===== src/rtl/uart_rx_unit_pkg.sv =====
// Definitions shared by the UART receive and transmit paths: state encoding,
// frame geometry and the oversample divisor.
package uart_rx_unit_pkg;

    typedef enum logic [1:0] {
        ST_IDLE  = 2'd0,
        ST_START = 2'd1,
        ST_DATA  = 2'd2,
        ST_STOP  = 2'd3
    } uart_state_e;

    localparam int OVERSAMPLE = 16;
    localparam int DATA_BITS  = 8;

    // Clocks per oversample tick, rounded to nearest and never below one.
    function automatic int calc_div(input int clk_freq, input int baud_rate);
        int div_v;
        div_v = (clk_freq + (OVERSAMPLE / 2) * baud_rate) / (OVERSAMPLE * baud_rate);
        return (div_v < 1) ? 1 : div_v;
    endfunction

endpackage


===== src/rtl/uart_rx_unit_if.sv =====
// Consumer-facing side of the receiver: holding register and avail/ack handshake.
interface uart_rx_unit_if;
    import uart_rx_unit_pkg::*;

    logic                 rx_ack;
    logic [DATA_BITS-1:0] rx_data;
    logic                 rx_avail;
    logic                 rx_error;
    logic                 rx_overrun;
    logic                 rx_busy;

    modport master (
        input  rx_ack,
        output rx_data, rx_avail, rx_error, rx_overrun, rx_busy
    );

    modport slave (
        output rx_ack,
        input  rx_data, rx_avail, rx_error, rx_overrun, rx_busy
    );

endinterface


===== src/rtl/uart_rx_unit_baud_tick.sv =====
// Oversample tick divider: one-cycle tick every DIV clocks, realigned to zero
// by a synchronous restart so sampling follows the start edge.
module uart_baud_tick #(
    parameter int DIV = 54
) (
    input  logic clk,
    input  logic rst,
    input  logic restart,
    output logic tick
);
    localparam int            CW   = (DIV > 1) ? $clog2(DIV) : 1;
    localparam logic [CW-1:0] LAST = CW'(DIV - 1);

    logic [CW-1:0] cnt_r;
    logic [CW-1:0] cnt_nxt_s;
    logic          tick_r;

    // Next divider value: wrap at LAST, forced to zero on restart.
    always_comb begin
        cnt_nxt_s = cnt_r;
        if (restart || (cnt_r == LAST)) begin
            cnt_nxt_s = '0;
        end else begin
            cnt_nxt_s = cnt_r + CW'(1);
        end
    end

    // Divider register; tick is registered alongside so it decodes cnt_r == LAST.
    always_ff @(posedge clk) begin
        if (!rst) begin
            cnt_r  <= '0;
            tick_r <= (LAST == '0);
        end else begin
            cnt_r  <= cnt_nxt_s;
            tick_r <= (cnt_nxt_s == LAST);
        end
    end

    assign tick = tick_r;

endmodule


===== src/rtl/uart_rx_unit.sv =====
// 8N1 UART receiver: 16x oversampled start/data/stop sampling feeding a
// one-deep holding register with avail/ack handshake and sticky overrun.
module uart_rx_unit
    import uart_rx_unit_pkg::*;
#(
    parameter int clk_freq  = 50000000,
    parameter int baud_rate = 57600
) (
    input  logic           clk,
    input  logic           rst,
    input  logic           rxd,
    uart_rx_unit_if.master bus
);
    localparam int DIV = calc_div(clk_freq, baud_rate);

    localparam logic [3:0] MID_TICK  = 4'(OVERSAMPLE / 2 - 1);
    localparam logic [3:0] LAST_TICK = 4'(OVERSAMPLE - 1);
    localparam logic [2:0] LAST_BIT  = 3'(DATA_BITS - 1);

    uart_state_e          state_r, state_nxt_s;
    logic                 sync1_r, sync2_r;
    logic [3:0]           tick_cnt_r, tick_cnt_nxt_s;
    logic [2:0]           bit_cnt_r, bit_cnt_nxt_s;
    logic [DATA_BITS-1:0] shift_r, shift_nxt_s;
    logic [DATA_BITS-1:0] data_r, data_nxt_s;
    logic                 avail_r, avail_nxt_s;
    logic                 overrun_r, overrun_nxt_s;
    logic                 error_r, error_nxt_s;
    logic                 busy_r, busy_nxt_s;
    logic                 restart_s;
    logic                 tick_s;
    logic                 rxs_s;

    uart_baud_tick #(.DIV(DIV)) u_tick (
        .clk     (clk),
        .rst     (rst),
        .restart (restart_s),
        .tick    (tick_s)
    );

    assign rxs_s = sync2_r;

    // Two-flop synchronizer on the raw line; resets to the idle level.
    always_ff @(posedge clk) begin
        if (!rst) begin
            sync1_r <= 1'b1;
            sync2_r <= 1'b1;
        end else begin
            sync1_r <= rxd;
            sync2_r <= sync1_r;
        end
    end

    // Next-state, sampling and holding-register logic.
    always_comb begin
        state_nxt_s    = state_r;
        tick_cnt_nxt_s = tick_cnt_r;
        bit_cnt_nxt_s  = bit_cnt_r;
        shift_nxt_s    = shift_r;
        data_nxt_s     = data_r;
        avail_nxt_s    = avail_r;
        overrun_nxt_s  = overrun_r;
        error_nxt_s    = 1'b0;
        restart_s      = 1'b0;

        if (bus.rx_ack && avail_r) begin
            avail_nxt_s   = 1'b0;
            overrun_nxt_s = 1'b0;
        end else begin
            avail_nxt_s   = avail_r;
        end

        case (state_r)
            ST_IDLE: begin
                if (!rxs_s) begin
                    state_nxt_s    = ST_START;
                    tick_cnt_nxt_s = 4'd0;
                    restart_s      = 1'b1;
                end else begin
                    state_nxt_s    = ST_IDLE;
                end
            end
            ST_START: begin
                if (tick_s && (tick_cnt_r == MID_TICK)) begin
                    // A line back high at mid start bit was only a glitch.
                    state_nxt_s    = rxs_s ? ST_IDLE : ST_DATA;
                    tick_cnt_nxt_s = 4'd0;
                    bit_cnt_nxt_s  = 3'd0;
                end else if (tick_s) begin
                    tick_cnt_nxt_s = tick_cnt_r + 4'd1;
                end else begin
                    tick_cnt_nxt_s = tick_cnt_r;
                end
            end
            ST_DATA: begin
                if (tick_s) begin
                    tick_cnt_nxt_s = tick_cnt_r + 4'd1;
                    if (tick_cnt_r == LAST_TICK) begin
                        shift_nxt_s   = {rxs_s, shift_r[DATA_BITS-1:1]};
                        bit_cnt_nxt_s = bit_cnt_r + 3'd1;
                        state_nxt_s   = (bit_cnt_r == LAST_BIT) ? ST_STOP : ST_DATA;
                    end else begin
                        state_nxt_s   = ST_DATA;
                    end
                end else begin
                    tick_cnt_nxt_s = tick_cnt_r;
                end
            end
            ST_STOP: begin
                if (tick_s) begin
                    tick_cnt_nxt_s = tick_cnt_r + 4'd1;
                    if (tick_cnt_r == LAST_TICK) begin
                        state_nxt_s = ST_IDLE;
                        if (rxs_s) begin
                            // A coincident ack frees the slot, so no overrun.
                            data_nxt_s  = shift_r;
                            avail_nxt_s = 1'b1;
                            if (avail_r && !bus.rx_ack) begin
                                overrun_nxt_s = 1'b1;
                            end else begin
                                overrun_nxt_s = overrun_nxt_s;
                            end
                        end else begin
                            error_nxt_s = 1'b1;
                        end
                    end else begin
                        state_nxt_s = ST_STOP;
                    end
                end else begin
                    tick_cnt_nxt_s = tick_cnt_r;
                end
            end
            default: begin
                state_nxt_s = ST_IDLE;
            end
        endcase

        busy_nxt_s = (state_nxt_s != ST_IDLE);
    end

    // State, datapath and output registers.
    always_ff @(posedge clk) begin
        if (!rst) begin
            state_r    <= ST_IDLE;
            tick_cnt_r <= 4'd0;
            bit_cnt_r  <= 3'd0;
            shift_r    <= '0;
            data_r     <= '0;
            avail_r    <= 1'b0;
            overrun_r  <= 1'b0;
            error_r    <= 1'b0;
            busy_r     <= 1'b0;
        end else begin
            state_r    <= state_nxt_s;
            tick_cnt_r <= tick_cnt_nxt_s;
            bit_cnt_r  <= bit_cnt_nxt_s;
            shift_r    <= shift_nxt_s;
            data_r     <= data_nxt_s;
            avail_r    <= avail_nxt_s;
            overrun_r  <= overrun_nxt_s;
            error_r    <= error_nxt_s;
            busy_r     <= busy_nxt_s;
        end
    end

    assign bus.rx_data    = data_r;
    assign bus.rx_avail   = avail_r;
    assign bus.rx_error   = error_r;
    assign bus.rx_overrun = overrun_r;
    assign bus.rx_busy    = busy_r;

endmodule


===== src/flat_wrapper.sv =====
// flat-port wrapper written by rule: the top's interface ports become plain ports
module uart_rx_unit_flat import uart_rx_unit_pkg::*;
#(
    parameter int clk_freq  = 50000000,
    parameter int baud_rate = 57600
)
  (clk, rst, rxd, bus_rx_ack, bus_rx_data, bus_rx_avail, bus_rx_error, bus_rx_overrun, bus_rx_busy);
  uart_rx_unit_if bus_i ();
  input  logic clk;
  input  logic rst;
  input  logic rxd;
  input wire logic [$bits(bus_i.rx_ack)-1:0] bus_rx_ack;
  output wire logic [$bits(bus_i.rx_data)-1:0] bus_rx_data;
  output wire logic [$bits(bus_i.rx_avail)-1:0] bus_rx_avail;
  output wire logic [$bits(bus_i.rx_error)-1:0] bus_rx_error;
  output wire logic [$bits(bus_i.rx_overrun)-1:0] bus_rx_overrun;
  output wire logic [$bits(bus_i.rx_busy)-1:0] bus_rx_busy;
  assign bus_i.rx_ack = bus_rx_ack;
  assign bus_rx_data = bus_i.rx_data;
  assign bus_rx_avail = bus_i.rx_avail;
  assign bus_rx_error = bus_i.rx_error;
  assign bus_rx_overrun = bus_i.rx_overrun;
  assign bus_rx_busy = bus_i.rx_busy;
  uart_rx_unit #(.clk_freq(clk_freq), .baud_rate(baud_rate)) u_core (.clk(clk), .rst(rst), .rxd(rxd), .bus(bus_i));
endmodule

===== config.mk =====
export PLATFORM = sky130hd
export DESIGN_NAME = uart_rx_unit_flat
export DESIGN_NICKNAME = d
export VERILOG_FILES = /design/src/rtl/uart_rx_unit_pkg.sv /design/src/rtl/uart_rx_unit_if.sv /design/src/rtl/uart_rx_unit_baud_tick.sv /design/src/rtl/uart_rx_unit.sv /design/src/flat_wrapper.sv
export SDC_FILE = /design/constraint.sdc
export NUM_CORES = 1
export LEC_CHECK = 0
export ABC_AREA = 0
export BUFFER_PORTS_ARGS = -buffer_cell sky130_fd_sc_hd__buf_2
export CAP_MARGIN = 20
export CORE_ASPECT_RATIO = 0.7
export CORE_MARGIN = 8
export CORE_UTILIZATION = 51
export DETAILED_ROUTE_END_ITERATION = 10
export GPL_TIMING_DRIVEN = 0
export PLACE_DENSITY = 0.74
export SETUP_SLACK_MARGIN = 0.02
export SLEW_MARGIN = 10
export SYNTH_ARGS = -nofsm -noshare
export SYNTH_HDL_FRONTEND = slang
export SYNTH_SLANG_ARGS = --single-unit

===== constraint.sdc =====
create_clock -name clk -period 1.4 [get_ports clk]
set_input_delay 0.28 -clock clk [delete_from_list [all_inputs] [get_ports clk]]
set_output_delay 0.28 -clock clk [all_outputs]
set_load 0.03 [all_outputs]

==> metrics list <==
- For this design, the CTS-stage hold fixing added 0 buffers.
* Post-synthesis instance area: 1625 µm²
- In this run the tightest slew margin relative to its limit is 0.6752.
* Die W: 83.48 µm
- STA classifies the critical path endpoint as a flop.
* Fill cell count: 240
* Pint: 1.692 mW
* Antenna violations before repair: 0
- Initial standard-cell utilization of the core: 0.5234
* Gpl congestion: 0.8389
- In the post-route analysis, the smallest setup slack over all paths is 57.54 ps.
- A synthesized cell averages 9.561 µm².
- The H-tree was split into 2 levels.
- Least-Margin Pin Slew: 487.3 ps
* Area of the die: 5278 µm²
* Worst setup timing slack at the placement stage: -153.3 ps
* Fin nets: 211
- Once detail routing completed, the nets flagged for antenna violations numbered 0.
* Classification of the worst setup path: reg -> reg
- Placed wire-length estimate: 2393 µm
* Total net switching power: 0.4161 mW
* Logic pwr share: 0.041
- After synthesis, the cell types taking the most area are dfxtp_1 47%, mux2i_1 12%, nor2_1 6.2%.
- # IOs: 16
- Setup violations remaining at the end of the flow were counted as 0.
- Of all flip-flops after synthesis, the portion carrying an async set or reset was 0.
* Nature of the critical path startpoint: flop
- Final hold violation count: 0
- Site Rows: 17
* Count of cell types in the netlist: 38
- Antenna fix cells: 0
- Clock root buffer: clkbuf_8
- Min Clock Period, post-route: 1342 ps
- Hold is met by 179.6 ps.
* Status: finished, final reports clean
- List of cells traversed by the critical path: ha_4, and3_4, nand3_2, buf_4, mux2i_1, nor2_1
- The largest individual stage delay along the critical path comes from the cell dfxtp_4.
* Area inside the core boundary: 3105 µm²
* Average detailed-routed wire length per instance: 15.24 µm
- Clock insertion delay at the later pin of the skew report: 280 ps
- Clock transition at path regs: 70 ps
* Number of input and output port buffers inserted: 15
* Final slew viol count: 0
- Number of enable-type register cells in the synthesized netlist: 0
- Measured along the y axis, the die boundary spans 63.23 µm.
* DR vias/cell: 5.439
* Area growth syn-to-layout: 28.87%
- Number of warnings issued by yosys: 0
- STA puts the critical path data required time at 1560 ps.
- After technology mapping, the gate count stands at 170.
* Proportion of total power due to net switching: 0.1974
- The longest clock path from root to sink contains 2 buffers.
- For this run, the top clock speed supported by timing is 0.7449 GHz.
* Synthesized flop and latch total: 38
- The share of the Yosys chip area taken by registers is 0.4681.
- Across every metal layer, demand over resource in global routing totals 0.1372.
- Clock group share of total power: 0.439
- The share of synthesized area in the top cell type comes to 0.4681.
- Among all flip-flop cells after synthesis, the most frequent one is dfxtp_1.
- Congestion Overflow GR: 0
* Max-Cap Viols: 0
* Final clock period utilization by the worst path: 0.9589
* First-pass GRT wire length: 5927 µm
* Post-route DRC violation count: 0
* Total Wirelength: 3643 µm
- The first TritonRoute pass finished after 5 iterations.
* Signal arrival time at the worst endpoint: 1500 ps
- Syn nets: 180
* Clock tree from TritonCTS: done
- In this run the worst hold path is classified as in -> reg.
- The via count of the first global-routing pass came to 1329.
- Across the routed clock network, the largest skew measured is 2.346 ps.
* Largest vdd supply drop: 751.0 µV
- Most numerous cell in the Yosys netlist: dfxtp_1
* Most frequent cells after synthesis: 38 x dfxtp_1, 27 x nor2_1, 19 x mux2i_1
- The clock drives 38 sinks.
- For this block, the via count after detailed routing is 1300.
- Summed over all cells, the static leakage comes to 0.9061 nW.
- Share of post-route cells with drive strength above 1: 0.3184
- Largest fanout of any net on the critical path: 5
- RSZ-0062 raised after global routing: yes
- Dividing total power by cell area gives a power density of 1007 nW/µm².
- Buffers inserted during clock tree synthesis total 5.
* Register share of total power: 0.520
- Most area-hungry cell type in the Yosys netlist: dfxtp_1
- Delay of the slowest critical-path stage: 380 ps
- Drt first-iter violations: 99
- Once layout is complete, the utilization of the core stands at 0.6745.
- Entering global routing, the biggest net connects 12 pins.
==> layout by cell type, fill, tap and decap left out, drive strengths merged, types with 4 or more instances in the layout <==
master / n
buf: 30
dfxtp: 38
nor3: 4
clkbuf: 9
nand3: 10
ha: 6
nor2: 27
nand2: 13
a211oi: 4
nand2b: 5
o21ai: 5
mux2i: 19
==> worst max-delay path: cells and delay by family, from the launching register on <==
family | cells | cell delay [ps]
flops | 1 | 380
simple gates | 3 | 340
fa+ha+maj | 1 | 180
buf+inv | 1 | 170
mux | 1 | 140
==> kinds of logic after synthesis <==
kind of cell / share of synthesized area
multiplexers: 0.1239
buffers and inverters: 0.03464
AO/OA/AOI/OAI: 0.08238
AND/OR/NAND/NOR: 0.2233
flip-flops: 0.4681
adder cells (fa/ha/maj): 0.04619
XOR/XNOR: 0.02156
==> worst paths after layout <==
kind	from	endpoint	slack, ps	cells past startpoint
setup / recovery	u_core.tick_cnt_r[1]	u_core.bus.rx_data[1]	60	6
hold / removal	rxd	u_core.sync1_r	180	2
setup reg to reg	u_core.tick_cnt_r[1]	u_core.bus.rx_data[1]	60	6
hold reg to reg	u_core.sync1_r	u_core.rxs_s	430	1
==> routing by layer <==
layer  up-vias  wire length (µm)  global-route usage
met5         -                 0                   0
met2        34              1727              0.2256
met3         4               177             0.04621
met4         0                38             0.07296
met1       614              1700              0.1546
li1        648                 -                   -
==> state kept, by name, indices dropped and copies added (netlist names), named ones only <==
register and flops:
u_core.bus.rx_data 8, u_core.shift_r 8, u_core.u_tick.cnt_r 6, u_core.tick_cnt_r 4, u_core.bit_cnt_r 3, u_core.state_r 2
u_core.bus.rx_avail 1, u_core.bus.rx_busy 1, u_core.bus.rx_error 1, u_core.rxs_s 1, u_core.sync1_r 1, u_core.u_tick.tick 1
==> final cells by class <==
| class | instances | area, µm² | area share |
|---|---|---|---|
| clock inverters | 1 | 30.03 | 0.01434 |
| inverters | 2 | 7.507 | 0.003584 |
| clock buffers | 6 | 82.58 | 0.03943 |
| multi-input cells | 121 | 922.1 | 0.4403 |
| well taps | 38 | 47.55 | 0.02270 |
| flip-flops and latches | 38 | 778.2 | 0.3716 |
| plain buffers | 9 | 71.32 | 0.03405 |
| repair buffers | 24 | 155.1 | 0.07407 |
==> power groups by stage <==
| stage | Sequential [mW] | Combinational (mW) | Clock (mW) |
|---|---|---|---|
| 4_1_cts | 1.10 | 0.0776 | 0.938 |
| 3_3_place_gp | 1.13 | 0.0708 | 0 |
| 5_1_grt | 1.10 | 0.0958 | 0.991 |
| 2_1_floorplan | 1.13 | 0.0501 | 0 |
| 3_5_place_dp | 1.13 | 0.0749 | 0 |
| 6_report | 1.10 | 0.0870 | 0.925 |
==> stage by stage <==
stage | instances | total power, mW | setup TNS [ps] | cell area, µm²
CTS | 233 | 2.114 | 0 | 1967
global placement | 223 | 1.197 | -1410 | 1765
global route | 239 | 2.184 | -12.16 | 2095
detailed placement | 223 | 1.202 | -2267 | 1765
finish | 239 | 2.108 | 0 | 2095
floorplan | 170 | 1.179 | 0 | 1643
==> repair_timing <==
| action | 4_1_cts | 5_1_grt |
|---|---|---|
| buffers inserted | 2 | 6 |
| resized for setup | 13 | 26 |
| pin swaps | 2 | 6 |
| setup endpoints to repair | 23 | 25 |
| cloned | 1 | 0 |
(Power assumes the default switching activity.)
